<file path="src/rtl/soc_mem_pkg.sv">
// Shared types and constants for the SOC memory port arbiter.
package soc_mem_pkg;

   localparam int MASK_W = 4;
   localparam int WORD_W = 32;

   typedef enum logic [1:0] {
      IDLE   = 2'd0,
      BUSY_I = 2'd1,
      BUSY_D = 2'd2
   } state_e;

   typedef enum logic {
      OWN_I = 1'b0,
      OWN_D = 1'b1
   } owner_e;

endpackage

</file>
<file path="src/rtl/mem_port_arbiter_if.sv">
// Handshake bundle between the fetch/memory-stage requesters, the arbiter
// and the memory array. The arbiter uses the slave view; the requesters
// and memory together form the master view.
interface mem_port_arbiter_if
   import soc_mem_pkg::*;
#(
   parameter int ADDR_W = 8
);

   logic                iReq;
   logic [ADDR_W-1:0]   iAddr;
   logic                iGrant;
   logic                iValid;
   logic [WORD_W-1:0]   iRdata;

   logic                dReq;
   logic                dWe;
   logic [ADDR_W-1:0]   dAddr;
   logic [WORD_W-1:0]   dWdata;
   logic [MASK_W-1:0]   dMask;
   logic                dGrant;
   logic                dValid;
   logic [WORD_W-1:0]   dRdata;

   logic                err;

   logic                memReq;
   logic                memWe;
   logic [MASK_W-1:0]   memMask;
   logic [ADDR_W-1:0]   memAddr;
   logic [WORD_W-1:0]   memWdata;
   logic [WORD_W-1:0]   memRdata;
   logic                memAck;

   modport slave (
      input  iReq, iAddr, dReq, dWe, dAddr, dWdata, dMask, memRdata, memAck,
      output iGrant, iValid, iRdata, dGrant, dValid, dRdata, err,
             memReq, memWe, memMask, memAddr, memWdata
   );

   modport master (
      output iReq, iAddr, dReq, dWe, dAddr, dWdata, dMask, memRdata, memAck,
      input  iGrant, iValid, iRdata, dGrant, dValid, dRdata, err,
             memReq, memWe, memMask, memAddr, memWdata
   );

endinterface

</file>
<file path="src/rtl/mem_arb_pick.sv">
// Combinational two-way picker between fetch and data requests.
// Build option MEM_ARB_RR_EN: ties alternate using the last-winner input;
// without it, data always wins a tie and lastWinner is ignored.
module mem_arb_pick
   import soc_mem_pkg::*;
(
   input  logic   iReq,
   input  logic   dReq,
   input  owner_e lastWinner,
   output logic   pickI,
   output logic   pickD
);

   // A lone request always wins; a tie is resolved by the build's policy.
   always_comb begin
      pickI = 1'b0;
      pickD = 1'b0;
      if (iReq && dReq) begin
`ifdef MEM_ARB_RR_EN
         pickD = (lastWinner == OWN_I);
         pickI = (lastWinner == OWN_D);
`else
         pickD = 1'b1;
`endif
      end else begin
         pickI = iReq;
         pickD = dReq;
      end
   end

`ifdef MEM_ARB_RR_EN
`else
   logic unusedLastWinner;
   assign unusedLastWinner = lastWinner;
`endif

endmodule

</file>
<file path="src/rtl/mem_port_arbiter.sv">
// Arbitrates the single 256-word SOC memory between instruction fetch and
// the memory stage, with a bounded-wait watchdog on each transaction.
// Build option MEM_ARB_RR_EN: round-robin on simultaneous requests;
// default build is fixed priority with data over fetch.
module mem_port_arbiter
   import soc_mem_pkg::*;
#(
   parameter int ADDR_W  = 8,
   parameter int TIMEOUT = 15
)(
   input logic                CLK,
   input logic                RESET,
   mem_port_arbiter_if.slave  bus
);

   localparam logic [7:0] TIMEOUT_CNT = 8'(TIMEOUT);

   state_e     state;
   logic [7:0] wdCount;
   owner_e     lastWinner;
   logic       pickI;
   logic       pickD;

   mem_arb_pick uPick (
      .iReq       (bus.iReq),
      .dReq       (bus.dReq),
      .lastWinner (lastWinner),
      .pickI      (pickI),
      .pickD      (pickD)
   );

`ifdef MEM_ARB_RR_EN
   // Remember who won the most recent grant so the other side wins the next tie.
   always_ff @(posedge CLK or posedge RESET) begin
      if (RESET) begin
         lastWinner <= OWN_I;
      end else if (state == IDLE && (pickI || pickD)) begin
         lastWinner <= pickD ? OWN_D : OWN_I;
      end
   end
`else
   assign lastWinner = OWN_I;
`endif

   // Main sequencer: accept in IDLE, wait for ack or watchdog while busy.
   always_ff @(posedge CLK or posedge RESET) begin
      if (RESET) begin
         state        <= IDLE;
         wdCount      <= 8'd0;
         bus.iGrant   <= 1'b0;
         bus.iValid   <= 1'b0;
         bus.iRdata   <= '0;
         bus.dGrant   <= 1'b0;
         bus.dValid   <= 1'b0;
         bus.dRdata   <= '0;
         bus.err      <= 1'b0;
         bus.memReq   <= 1'b0;
         bus.memWe    <= 1'b0;
         bus.memMask  <= '0;
         bus.memAddr  <= '0;
         bus.memWdata <= '0;
      end else begin
         bus.iGrant <= 1'b0;
         bus.dGrant <= 1'b0;
         bus.iValid <= 1'b0;
         bus.dValid <= 1'b0;
         bus.err    <= 1'b0;
         bus.memReq <= 1'b0;
         case (state)
            IDLE: begin
               if (pickD) begin
                  bus.dGrant   <= 1'b1;
                  bus.memReq   <= 1'b1;
                  bus.memWe    <= bus.dWe;
                  bus.memMask  <= bus.dMask;
                  bus.memAddr  <= bus.dAddr;
                  bus.memWdata <= bus.dWdata;
                  wdCount      <= 8'd1;
                  state        <= BUSY_D;
               end else if (pickI) begin
                  bus.iGrant   <= 1'b1;
                  bus.memReq   <= 1'b1;
                  bus.memWe    <= 1'b0;
                  bus.memMask  <= '0;
                  bus.memAddr  <= bus.iAddr;
                  bus.memWdata <= '0;
                  wdCount      <= 8'd1;
                  state        <= BUSY_I;
               end
            end
            BUSY_I: begin
               if (bus.memAck) begin
                  bus.iValid <= 1'b1;
                  bus.iRdata <= bus.memRdata;
                  wdCount    <= 8'd0;
                  state      <= IDLE;
               end else if (wdCount == TIMEOUT_CNT) begin
                  bus.iValid <= 1'b1;
                  bus.err    <= 1'b1;
                  wdCount    <= 8'd0;
                  state      <= IDLE;
               end else begin
                  wdCount <= wdCount + 8'd1;
               end
            end
            BUSY_D: begin
               if (bus.memAck) begin
                  bus.dValid <= 1'b1;
                  if (!bus.memWe) begin
                     bus.dRdata <= bus.memRdata;
                  end
                  wdCount <= 8'd0;
                  state   <= IDLE;
               end else if (wdCount == TIMEOUT_CNT) begin
                  bus.dValid <= 1'b1;
                  bus.err    <= 1'b1;
                  wdCount    <= 8'd0;
                  state      <= IDLE;
               end else begin
                  wdCount <= wdCount + 8'd1;
               end
            end
            default: begin
               state <= IDLE;
            end
         endcase
      end
   end

endmodule

</file>
<file path="src/flat_wrapper.sv">
// flat-port wrapper written by rule: the top's interface ports become plain ports
module mem_port_arbiter_flat import soc_mem_pkg::*;
#(
   parameter int ADDR_W  = 8,
   parameter int TIMEOUT = 15
)
  (CLK, RESET, bus_iReq, bus_iAddr, bus_dReq, bus_dWe, bus_dAddr, bus_dWdata, bus_dMask, bus_memRdata, bus_memAck, bus_iGrant, bus_iValid, bus_iRdata, bus_dGrant, bus_dValid, bus_dRdata, bus_err, bus_memReq, bus_memWe, bus_memMask, bus_memAddr, bus_memWdata);
  mem_port_arbiter_if #(.ADDR_W(ADDR_W)) bus_i ();
  input logic CLK;
  input logic RESET;
  input wire logic [$bits(bus_i.iReq)-1:0] bus_iReq;
  input wire logic [$bits(bus_i.iAddr)-1:0] bus_iAddr;
  input wire logic [$bits(bus_i.dReq)-1:0] bus_dReq;
  input wire logic [$bits(bus_i.dWe)-1:0] bus_dWe;
  input wire logic [$bits(bus_i.dAddr)-1:0] bus_dAddr;
  input wire logic [$bits(bus_i.dWdata)-1:0] bus_dWdata;
  input wire logic [$bits(bus_i.dMask)-1:0] bus_dMask;
  input wire logic [$bits(bus_i.memRdata)-1:0] bus_memRdata;
  input wire logic [$bits(bus_i.memAck)-1:0] bus_memAck;
  output wire logic [$bits(bus_i.iGrant)-1:0] bus_iGrant;
  output wire logic [$bits(bus_i.iValid)-1:0] bus_iValid;
  output wire logic [$bits(bus_i.iRdata)-1:0] bus_iRdata;
  output wire logic [$bits(bus_i.dGrant)-1:0] bus_dGrant;
  output wire logic [$bits(bus_i.dValid)-1:0] bus_dValid;
  output wire logic [$bits(bus_i.dRdata)-1:0] bus_dRdata;
  output wire logic [$bits(bus_i.err)-1:0] bus_err;
  output wire logic [$bits(bus_i.memReq)-1:0] bus_memReq;
  output wire logic [$bits(bus_i.memWe)-1:0] bus_memWe;
  output wire logic [$bits(bus_i.memMask)-1:0] bus_memMask;
  output wire logic [$bits(bus_i.memAddr)-1:0] bus_memAddr;
  output wire logic [$bits(bus_i.memWdata)-1:0] bus_memWdata;
  assign bus_i.iReq = bus_iReq;
  assign bus_i.iAddr = bus_iAddr;
  assign bus_i.dReq = bus_dReq;
  assign bus_i.dWe = bus_dWe;
  assign bus_i.dAddr = bus_dAddr;
  assign bus_i.dWdata = bus_dWdata;
  assign bus_i.dMask = bus_dMask;
  assign bus_i.memRdata = bus_memRdata;
  assign bus_i.memAck = bus_memAck;
  assign bus_iGrant = bus_i.iGrant;
  assign bus_iValid = bus_i.iValid;
  assign bus_iRdata = bus_i.iRdata;
  assign bus_dGrant = bus_i.dGrant;
  assign bus_dValid = bus_i.dValid;
  assign bus_dRdata = bus_i.dRdata;
  assign bus_err = bus_i.err;
  assign bus_memReq = bus_i.memReq;
  assign bus_memWe = bus_i.memWe;
  assign bus_memMask = bus_i.memMask;
  assign bus_memAddr = bus_i.memAddr;
  assign bus_memWdata = bus_i.memWdata;
  mem_port_arbiter #(.ADDR_W(ADDR_W), .TIMEOUT(TIMEOUT)) u_core (.CLK(CLK), .RESET(RESET), .bus(bus_i));
endmodule
</file>
<file path="config.mk">
export PLATFORM = sky130hd
export DESIGN_NAME = mem_port_arbiter_flat
export DESIGN_NICKNAME = d
export VERILOG_FILES = /design/src/rtl/soc_mem_pkg.sv /design/src/rtl/mem_port_arbiter_if.sv /design/src/rtl/mem_arb_pick.sv /design/src/rtl/mem_port_arbiter.sv /design/src/flat_wrapper.sv
export SDC_FILE = /design/constraint.sdc
export NUM_CORES = 1
export LEC_CHECK = 0
export BUFFER_PORTS_ARGS = -buffer_cell sky130_fd_sc_hd__buf_4
export CAP_MARGIN = 30
export CELL_PAD_IN_SITES_DETAIL_PLACEMENT = 1
export CELL_PAD_IN_SITES_GLOBAL_PLACEMENT = 1
export CORE_MARGIN = 2
export CORE_UTILIZATION = 40
export DETAILED_ROUTE_END_ITERATION = 10
export MAX_ROUTING_LAYER = met4
export PLACE_DENSITY = 0.95
export SKIP_LAST_GASP = 1
export SLEW_MARGIN = 10
export SYNTH_ARGS = -nofsm -noshare
export SYNTH_HDL_FRONTEND = slang
export SYNTH_SLANG_ARGS = --single-unit
</file>
<file path="constraint.sdc">
create_clock -name CLK -period 12.1 [get_ports CLK]
set_input_delay 2.42 -clock CLK [delete_from_list [all_inputs] [get_ports CLK]]
set_output_delay 2.42 -clock CLK [all_outputs]
set_load 0.01 [all_outputs]
</file>
==> run metrics <==
worst-path fanout max 19; n_diodes 0; skew final 0.00671 ns; Vias/cell 5.03; yosys warns 0; GPL Wtd Cong 0.818; register area share after synthesis 0.646; Final Util 0.601; area share of the largest cell type after synthesis 0.646; CP max-delay cell nand2_1; Synth cell types 35; initial antenna violation count 0; most area-consuming cells after synthesis dfrtp_1, mux2_2, a22o_1; design area 7160 µm²; CTS resizes 0; Avg Cell Area, Syn 14.7 µm²; post-synthesis cell area 4840 µm²; Root Driver clkbuf_16; Initial Utilization 0.407; largest area contributor in the synthesized netlist dfrtp_1; Arrival @ worst endpoint 3.80 ns; cts bufs inserted 17; CTS tree yes; combinational power share 0.377; Area Growth Syn to Fin 47.9%; Worst-Margin Slew 0.654 ns; Placed Area 6540 µm²; leakage 3.54 nW; io pins 205; DR WL/cell 18.7 µm; DP HPWL 9500 µm; first-pass GRT wire length 20700 µm; number of global-route vias before repair 4093; Final Cycle Share 0.290; worst skew pair latency 0.41 ns; Cell Chain, Critical Path buf_4 -> nand2_1 -> buf_4 -> mux2_2; sw frac 0.315; EDFF count, synth 0; Slew Viols, Final 0; routed vias 3532; GRT Total Usage 0.216; final hold vios 0; antenna-violating nets left 0; max-cap viol count 0; top_reg_cell synth dfrtp_1; Clock Pin Slew Worst Setup and Hold Paths 0.06 ns; sink count of the clock tree 125; wire length on met2 7130 µm; Worst Path Required 12.39 ns; # rows 40; Die X-Extent 114 µm; Pint 0.00135 W; Hold/Removal Path Class reg2reg; Switch Pwr 0.000619 W; setup_tns 0 ns; largest net degree at the start of global routing 79; Clock Tree Buf Depth 2; share of flip-flops with an asynchronous set or reset 1.00; Bufs and invs on worst path 2; htree depth 4; crit-path max cell delay 0.48 ns; Post-CTS Hold Fix Bufs 0; Port Buffers 204; power density cells 275 nW/µm²; Iter 0 DRT Violations 141; startpoint class of the critical path input pin; drt pass-1 iters 5; RSZ-0062 raised after global routing false; Die ar. 13000 µm²; most frequent CP cell buf_4; Fmax achieved 0.285 GHz; DRC 0; Crit Path Category in2reg; nets 637; CP Capture Type register; sequential fraction of design power 0.365; GRT Residual Overflow 0; Mapped Cells 329; met1 WL 4890 µm; top sig layer met4; Post-Route WL 13100 µm; minimum clock period 3.51 ns; Setup Viol. Count Final 0; normalized max-slew margin 0.563; commonest cells in the netlist dfrtp_1, mux2_2, a22o_1; layout cell share with drive strength beyond 1 0.562; Post-CTS Setup Inserts 0; VDD IR max 0.105 mV; Seq cells post-synth 125; top-count cell post-synth dfrtp_1; met3 wire length 746 µm; Die Y-Extent 114 µm; Mapped Nets 424; core area 11900 µm²; Clk pwr share 0.258; family with the most delay on the worst path buffers and inverters; outcome finished, final reports clean
flip-flops by register name, indices dropped and copies added, names as in the netlist, 2 cells and up:
register,cells
u_core.bus.dRdata,32
u_core.bus.memAddr,8
u_core.bus.memMask,4
u_core.wdCount,8
u_core.bus.memWdata,32
u_core.state,2
u_core.bus.iRdata,32
path summary, 6_finish.rpt:
path,start,endpoint,slack [ns],cells after the start
max in group asynchronous,RESET,u_core.bus.iRdata[6]$_DFFE_PP0P_,8.99,4
hold reg to reg,u_core.bus.memAddr[5]$_DFFE_PP0P_,u_core.bus.memAddr[5]$_DFFE_PP0P_,0.48,2
hold / removal,u_core.bus.memAddr[5]$_DFFE_PP0P_,u_core.bus.memAddr[5]$_DFFE_PP0P_,0.48,2
setup reg to reg,u_core.state[1]$_DFFE_PP0P_,u_core.bus.iRdata[2]$_DFFE_PP0P_,10.04,5
setup / recovery,bus_memAck,u_core.bus.iRdata[2]$_DFFE_PP0P_,8.59,4
min in group asynchronous,RESET,u_core.bus.iRdata[2]$_DFFE_PP0P_,2.08,2
power groups by stage:
stage | registers, W | logic, W | clock network (W)
finish | 0.000718 | 0.000741 | 0.000507
global route | 0.000740 | 0.000801 | 0.000535
CTS | 0.000720 | 0.000754 | 0.000517
detailed placement | 0.000720 | 0.000748 | 0
global placement | 0.000709 | 0.000699 | 0
floorplan | 0.000784 | 0.000278 | 0
cell families (layout without fill, tap and decap cells):
group / Yosys count / count (layout) / share of synthesized area
fa+ha+maj: 5 / 5 / 0.0129
mux: 72 / 72 / 0.165
compound gates: 55 / 55 / 0.0904
flops: 125 / 125 / 0.646
simple gates: 45 / 45 / 0.0530
buf+inv: 22 / 248 / 0.0233
xor+xnor: 5 / 5 / 0.00904
cells in the final DEF (no fill, tap or decap), types with 2 or more instances in the layout:
master / count
nor3b_1: 2
buf_16: 2
nand2_1: 13
ha_1: 5
clkinv_4: 2
dfrtp_1: 125
clkbuf_16: 17
nor3_1: 3
mux2i_1: 8
nor2_1: 8
bufinv_16: 3
inv_1: 5
o21ai_0: 10
clkbuf_1: 3
nand3b_1: 2
clkinv_2: 4
a21oi_1: 2
buf_4: 207
nand3_1: 2
xnor2_1: 5
nand2b_1: 3
mux2_2: 64
nor2b_1: 4
clkinvlp_4: 2
a22o_1: 37
worst min-delay path, stage by stage, from the launching register on:
cell	delay, ns
dfrtp_1	0.34
nand2_1	0.05
o21ai_0	0.06
final cells by class:
class / instances / area [µm²]
sequential: 125 / 3130
clock inverter: 11 / 143
inverter: 6 / 25.0
fill: 1180 / 4750
clock buffer: 21 / 450
timing repair buffer: 210 / 1630
tap: 147 / 184
multi-input combinational: 182 / 1600
routing by layer:
layer  GRT usage  vias to the layer above
li1            -                     1604
met1       0.228                     1755
met2       0.387                      145
met3      0.0430                       28
met4       0.102                        0
met5           -                        -
through the flow:
step                      instances  hold WS (ns)  power [W]  worst slack (ns)
final                           702         0.483    0.00197              8.59
after global routing            702         0.514    0.00208              8.50
after CTS                       701         0.485    0.00199              8.50
after detailed placement        669         0.472    0.00147              8.07
after global placement          667         0.466    0.00141              8.17
after floorplan                 329         0.462    0.00106              6.35
Power figures use the tool's default switching activity.
